===== src/rtl/regfile_multiport_pkg.sv =====
// Shared types and helpers for the multi-port register file: clear-FSM state
// encoding, depth derivation and the byte-enable merge.
package regfile_multiport_pkg;

  typedef enum logic {
    ST_CLEAR = 1'b0,
    ST_IDLE  = 1'b1
  } state_e;

  // Upper bound on data width handled by merge_bytes; callers pad and truncate.
  localparam int MAX_DATA_W = 256;
  localparam int MAX_BE_W   = MAX_DATA_W / 8;

  function automatic int depth_of(input int addr_w);
    return 1 << addr_w;
  endfunction

  function automatic logic [MAX_DATA_W-1:0] merge_bytes(
    input logic [MAX_DATA_W-1:0] old_v,
    input logic [MAX_DATA_W-1:0] new_v,
    input logic [MAX_BE_W-1:0]   be
  );
    logic [MAX_DATA_W-1:0] res;
    res = old_v;
    for (int k = 0; k < MAX_BE_W; k++) begin
      if (be[k]) res[8*k +: 8] = new_v[8*k +: 8];
    end
    return res;
  endfunction

endpackage


===== src/rtl/regfile_read_port.sv =====
// One read port: zero-register force, busy mask and write-to-read bypass mux.
module regfile_read_port
  import regfile_multiport_pkg::*;
#(
  parameter int DATA_W  = 32,
  parameter int ADDR_W  = 5,
  parameter int ZERO_R0 = 1,
  parameter int BYPASS  = 1
) (
  input  logic [ADDR_W-1:0] i_addr,
  input  logic [DATA_W-1:0] i_rdata,
  input  logic              i_busy,
  input  logic              i_wen,
  input  logic [ADDR_W-1:0] i_wreg,
  input  logic [DATA_W-1:0] i_wmerged,
  output logic [DATA_W-1:0] o_op
);

  logic is_r0;
  logic hit;

  assign is_r0 = (ZERO_R0 != 0) && (i_addr == '0);
  assign hit   = i_wen && !i_busy && (i_wreg == i_addr) && !is_r0;

  always_comb begin
    o_op = i_rdata;
    if (i_busy || is_r0) begin
      o_op = '0;
    end else if ((BYPASS != 0) && hit) begin
      o_op = i_wmerged;
    end
  end

endmodule


===== src/rtl/regfile_multiport.sv =====
// 3-read/1-write register file with byte-enabled writes, optional bypass and
// zero register, and a counter-driven clear of every entry.
module regfile_multiport
  import regfile_multiport_pkg::*;
#(
  parameter int DATA_W  = 32,
  parameter int ADDR_W  = 5,
  parameter int ZERO_R0 = 1,
  parameter int BYPASS  = 1
) (
  input  logic                clk,
  input  logic                rst,
  input  logic                i_clr,
  output logic                o_busy,
  input  logic [ADDR_W-1:0]   i_addr1,
  input  logic [ADDR_W-1:0]   i_addr2,
  input  logic [ADDR_W-1:0]   i_addr3,
  output logic [DATA_W-1:0]   o_op1,
  output logic [DATA_W-1:0]   o_op2,
  output logic [DATA_W-1:0]   o_op3,
  input  logic                i_wen,
  input  logic [ADDR_W-1:0]   i_wreg,
  input  logic [DATA_W-1:0]   i_wdata,
  input  logic [DATA_W/8-1:0] i_wbe
);

  localparam int DEPTH = depth_of(ADDR_W);

  state_e            state_q, state_d;
  logic [ADDR_W-1:0] cnt_q, cnt_d;
  logic              busy;

  logic [DATA_W-1:0] mem_q [DEPTH];
  logic              mem_we;
  logic [ADDR_W-1:0] mem_waddr;
  logic [DATA_W-1:0] mem_wdata;
  logic [DATA_W-1:0] wr_merged;

  logic [ADDR_W-1:0] rd_addr [3];
  logic [DATA_W-1:0] rd_op   [3];

  always_ff @(posedge clk or posedge rst) begin
    if (rst) begin
      state_q <= ST_CLEAR;
      cnt_q   <= '0;
    end else begin
      state_q <= state_d;
      cnt_q   <= cnt_d;
    end
  end

  always_comb begin
    state_d = state_q;
    cnt_d   = cnt_q;
    case (state_q)
      ST_CLEAR: begin
        cnt_d = cnt_q + 1'b1;
        if (cnt_q == ADDR_W'(DEPTH - 1)) begin
          state_d = ST_IDLE;
          cnt_d   = '0;
        end
      end
      ST_IDLE: begin
        if (i_clr) begin
          state_d = ST_CLEAR;
          cnt_d   = '0;
        end
      end
      default: begin
        state_d = ST_CLEAR;
        cnt_d   = '0;
      end
    endcase
  end

  assign busy   = (state_q == ST_CLEAR);
  assign o_busy = busy;

  // The merged word serves both the array write and every bypass hit.
  assign wr_merged = DATA_W'(merge_bytes(MAX_DATA_W'(mem_q[i_wreg]),
                                         MAX_DATA_W'(i_wdata),
                                         MAX_BE_W'(i_wbe)));

  always_comb begin
    mem_we    = 1'b0;
    mem_waddr = i_wreg;
    mem_wdata = wr_merged;
    if (busy) begin
      mem_we    = 1'b1;
      mem_waddr = cnt_q;
      mem_wdata = '0;
    end else begin
      mem_we = i_wen && !((ZERO_R0 != 0) && (i_wreg == '0));
    end
  end

  always_ff @(posedge clk) begin
    if (mem_we) mem_q[mem_waddr] <= mem_wdata;
  end

  assign rd_addr[0] = i_addr1;
  assign rd_addr[1] = i_addr2;
  assign rd_addr[2] = i_addr3;

  for (genvar p = 0; p < 3; p++) begin : g_rd
    regfile_read_port #(
      .DATA_W (DATA_W),
      .ADDR_W (ADDR_W),
      .ZERO_R0(ZERO_R0),
      .BYPASS (BYPASS)
    ) u_rp (
      .i_addr   (rd_addr[p]),
      .i_rdata  (mem_q[rd_addr[p]]),
      .i_busy   (busy),
      .i_wen    (i_wen),
      .i_wreg   (i_wreg),
      .i_wmerged(wr_merged),
      .o_op     (rd_op[p])
    );
  end

  assign o_op1 = rd_op[0];
  assign o_op2 = rd_op[1];
  assign o_op3 = rd_op[2];

endmodule

===== config.mk =====
export PLATFORM = sky130hd
export DESIGN_NAME = regfile_multiport
export DESIGN_NICKNAME = d
export VERILOG_FILES = /design/src/rtl/regfile_multiport_pkg.sv /design/src/rtl/regfile_read_port.sv /design/src/rtl/regfile_multiport.sv
export SDC_FILE = /design/constraint.sdc
export NUM_CORES = 2
export LEC_CHECK = 0
export CAP_MARGIN = 20
export CORE_UTILIZATION = 45
export DETAILED_ROUTE_END_ITERATION = 7
export PLACE_DENSITY = 0.61
export SETUP_SLACK_MARGIN = 0.05
export SLEW_MARGIN = 10
export SYNTH_ARGS = -nofsm -noshare
export SYNTH_HDL_FRONTEND = slang
export SYNTH_HIERARCHICAL = 1
export SYNTH_SLANG_ARGS = --single-unit

===== constraint.sdc =====
create_clock -name clk -period 5 [get_ports clk]
set_input_delay 0.75 -clock clk [delete_from_list [all_inputs] [get_ports clk]]
set_output_delay 0.75 -clock clk [all_outputs]
set_load 0.05 [all_outputs]

; ---- Word level (Yosys, flattened, before mapping)
; Memory sizes are Yosys's and may differ from the RTL's.
; Index checks and enable logic that the tools add are counted.
[op_classes]
addsub = 1
eq_ne = 5
muxes = 21
n_bitwise = 1
n_reduce_logical = 19
[ops]
columns = cell, count
row1 = two-way mux 32 bit, 7
row2 = two-way mux 8 bit, 4
row3 = logical NOT 5 bit, 4
row4 = equality test 5 bit, 3
row5 = two-way mux 5 bit, 3
row6 = one-hot mux 5 bit (2 select lines), 1
row7 = logical AND 1 bit, 8
row8 = "adder 5 x 1 -> 5 bit, second input constant", 1
row9 = "equality test 5 bit, second input constant", 1
row10 = two-way mux 1 bit, 5
row11 = logical NOT 1 bit, 4
row12 = logical OR 1 bit, 3
row13 = "inequality test 2 bit, second input constant", 1
row14 = one-hot mux 1 bit (2 select lines), 1
row15 = NOT 1 bit, 1
[totals]
ff_bits = 6
ramBits = 1024
in_bits = 60
output_inout_bits = 97
word_cells = 50
n_memories = 1
[mem_list]
columns = name, words, width, read_ports, rd_clocked_by_memory_dff, wr, line
row1 = mem_q, 32, 32, 4, 0, 1, regfile_multiport.sv:33  ; logic [DATA_W-1:0] mem_q [DEPTH];

; ---- Longest topological paths before layout
[logic_depth]
word_depth = 6
ltp_mapped = 11
ltp_nobuf = 7

; ---- Hierarchy
; Netlist, hierarchy kept.
[modules_own_cells]
columns = module, n_inst, cells_each, area_each_um2, seq_area_each_um2
row1 = regfile_multiport, 1, 3549, 64375.5, 30899.6
row2 = regfile_read_port, 3, 123, 650.6, 0.0

; ---- Least setup slack after synthesis
; No wires, ideal clock.
[synth_timing]
kind = in2out
start = input i_addr1[0]
end = output o_op1[11]
arrival_time_ps = 3227
required_ps = 4250
slack_ps = 1023
cell_stages = 7
n_path_buf = 2
path_cell_list = buf_2 clkbuf_1 mux4_2 mux4_2 mux2_2 nand2_1 o21ai_0
[synth_via]
elab_chain_cells = 5
word_cells_on_any_way = 9
classes_between = eq/ne (1) / mux (2) / reduce/logical (5) / memory (1)
[synth_lines]
columns = element, line
row1 = from (decl), regfile_multiport.sv:15  ; input logic [ADDR_W-1:0] i_addr1,
row2 = "parallel branches: the longest is 4 deep, another holds memory (32 x 32 bit)", n/a
row3 = two-way mux 32 bit *, regfile_read_port.sv:27  ; if (i_busy || is_r0) begin
row4 = to (decl), regfile_multiport.sv:18  ; output logic [DATA_W-1:0] o_op1,
; Mark *: on every way between the ends.

; ---- Worst setup path in the final report
[layout_timing]
start = input i_wreg[1]
end = output o_op2[0]
[layout_via]
word_cells_on_any_way = 7
classes_between = eq/ne (1) / mux (3) / reduce/logical (2) / memory (1)
[layout_lines]
columns = element, line
row1 = from (decl), regfile_multiport.sv:22  ; input logic [ADDR_W-1:0] i_wreg,
row2 = memory (32 x 32 bit), n/a
row3 = two-way mux 8 bit, regfile_multiport_pkg.sv:26  ; if (be[k]) res[8*k +: 8] = new_v[8*k +: 8];
row4 = via wr_merged[0], regfile_multiport.sv:37  ; logic [DATA_W-1:0] wr_merged;
row5 = two-way mux 32 bit, regfile_read_port.sv:29  ; end else if ((BYPASS != 0) && hit) begin
row6 = two-way mux 32 bit, regfile_read_port.sv:27
row7 = to (decl), regfile_multiport.sv:19  ; output logic [DATA_W-1:0] o_op2,
; The timed path passes the listed nets, and every way through them passes these cells.

==> out/qor.yml <==
floorplan:
  ioPinCount: 157
  die-area_um2: 149000
  core_um2: 146000
  die_y_um: 386
  start_util_pct: 45.5
  row_count: 140
  die_x_um: 386
logic_synthesis:
  ys.flop_type: "edfxtp_1"
  synth_fp_nets: 3980
  synth.most_common_cell: "edfxtp_1"
  seq_area_frac_synth_pct: 46.6
  synth_cell_types: 41
  synth_seq_cells: 1030
  synth_area_leaders: "edfxtp_1 (46%), mux4_2 (33%), mux2i_1 (7.8%)"
  syn_inst: 3918
  yosys_warnings: 6
  yosysTopAreaCell: "edfxtp_1"
  syn_avg_cell_area_um2: 16.9
  async_reset_ff_share_pct: 0.583
  synth.top_cell.area_share_pct: 46.4
  yosys-top-cells-count: "edfxtp_1 (1024), mux4_2 (960), mux2i_1 (514), a22oi_1 (256), clkbuf_1 (173)"
  synth_edf_count: 1024
  syn-cell-area_um2: 66300
status:
  violations: "setup timing"
  status: "finished with violations"
final_layout:
  fill_cells: 11600
  post-route-util_pct: 52.7
  drive_gt1_share_pct: 41.5
  fin_area_um2: 76900
  instances_no_fill: 6108
  syn_to_final_growth_pct: 15.9
  num-nets-final: 4162
  regArea_um2: 30900
  multi_input_area_um2: 33800
clocking:
  hold_buffers: 0
  clk_pin_slew_ns: 0.07
  cts_num_sinks: 1030
  clock-root-buffer: "clkbuf_16"
  clockBufferDepth: 3
  cts_tree: "built"
  insertion_delay_ns: 0.77
  numCtsBuffers: 115
  htree_num_levels: 3
global_routing:
  grt_antenna_before_repair: 5
  track_usage_pct: 33.9
  grt_max_degree: 78
  grt_overflow: 0
  grt_first_pass_wirelength_um: 352000
  first_global_vias: 45100
timing:
  setup_tns_ns: -0.0107
  fin_crit_sh_pct: 100
  period_needed_ns: 5.01
  max_freq_mhz: 200
  worst_clock_skew_ns: 0.0289
  slew-limit-headroom_pct: 29.4
  fin_hold_ws_ns: 0.442
  worst_slew_pin_slew_ns: 1.06
  hold_viol: 0
  drv_slew: 0
  rsz0062_at_grt: "no"
  setup_violations: 1
  fin_ws_ns: -0.0107
critical_path:
  r2r_end: "mem_q[15][19]"
  r2r_cells: 9
  crit_arrival_ns: 4.26
  critPathKind: "primary input to primary output"
  r2r_slack_ns: 1.66
  endpoint_kind: "primary output"
  reg2reg_from: "state_q"
  critPathLaunchType: "primary input"
  cp_max_fo: 39
  required_ns: 4.25
route:
  via_per_inst: 7.51
  drt_wl_total_um: 251000
  wl_per_cell_um: 41.1
  drc: 0
  dr_total_vias: 45900
  drt_iter0_markers: 6646
  postRouteAntennaNets: 0
  drt-pass1-iter-count: 7
job:
  drv_cap: 0
hold_path:
  holdCritPathClass: "primary input to asynchronous set/reset pin"
placed_design:
  gp_congestion: 0.879
  port_buffers: 156
  dp.cells: 5896
  placed_area_um2: 73100
  hpwl_um: 156000
power_and_ir_drop:
  vdd_drop_max_v: 0.000360
  powerDensity_nw_per_um2: 399
  p_leak_nw: 25.5
[sequential cells by signal (all words and copies together) (netlist names)]
signal / flops
cnt_q: 5
state_q: 1
mem_q: 1024
[logic make-up after synthesis]
group	share of synthesized area, %
buf+inv	2.97
compound gates	5.21
xor+xnor	0.198
simple gates	2.49
flops	46.6
fa+ha+maj	0.0377
mux	42.5
[layout make-up]
cell class                      instances  share of cell area (%)
Antenna cell                            2                 0.00651
Multi-Input combinational cell       2473                    44.0
Sequential cell                      1030                    40.2
Clock inverter                         62                   0.905
Timing Repair Buffer                  476                    7.81
Clock buffer                          144                    3.98
Tap cell                             1917                    3.12
Inverter                                4                  0.0195
[report_power, final]
part	switching [mW]	internal (mW)	total, mW
clock network	3.65	5.03	8.68
logic	5.97	3.86	9.83
registers	0.833	11.4	12.2
total	10.5	20.3	30.7
[repair_timing]
action,in CTS,in global routing
endpoints found under the setup margin,0,3
resized for setup,0,2
hold endpoints to repair,0,0
buffers inserted,0,0
[placed cells by master, fill, tap and decap left out, drive strengths merged, types with 2 or more instances in the layout]
cell              n
clkdlybuf4s50    44
dfrtp             6
a22oi           256
mux2i           514
xor2             12
nor2             42
mux2            127
diode             2
nand4            97
a21oi           132
o31ai             5
nor4             32
clkbuf          144
buf             432
inv               8
o21ai           106
xnor2             3
or4               3
clkinvlp          3
and2             11
clkinv           41
ha                2
bufinv           14
a22o             29
nand2           120
or3               2
edfxtp         1024
nand3b            2
nand3             2
o2bb2ai           2
nor3              5
mux4            960
nor2b             2
nand2b            2
[worst max-delay path: stages]
cell,delay (ns)
clkdlybuf4s50_1,0.65
and2_4,0.42
buf_12,0.26
a22oi_1,0.22
a21oi_1,0.16
nor4_1,0.78
buf_4,0.24
mux2_2,0.17
nand4_1,0.07
o21ai_0,0.27
buf_12,0.22
[how the worst max path moves through the flow]
stage	from	endpoint	slack, ns	depth (start not counted)
2_1_floorplan	i_addr1[0]	o_op1[11]	1.02	7
3_3_place_gp	i_wreg[1]	o_op2[2]	0.12	10
3_5_place_dp	i_wreg[1]	o_op2[2]	0.11	10
4_1_cts	i_wreg[1]	o_op2[2]	0.11	10
5_1_grt	i_wreg[4]	o_op3[16]	0.05	10
6_report	i_wreg[1]	o_op2[0]	-0.01	11
[per-layer routing]
layer	up-vias	part of all wire (%)	global-route usage, %
met5	-	0.0092	0
met4	4	5.4	15.6
met3	713	12	9.45
met2	3426	45	51.3
met1	24100	37	45.5
li1	17600	-	-
[metrics by stage]
step,worst slack (ns),power (mW)
floorplan,1.02,17.5
global placement,0.125,21.9
detailed placement,0.109,21.9
CTS,0.109,30.5
global route,0.0513,31.4
finish,-0.0107,30.7
(Power assumes the default switching activity.)
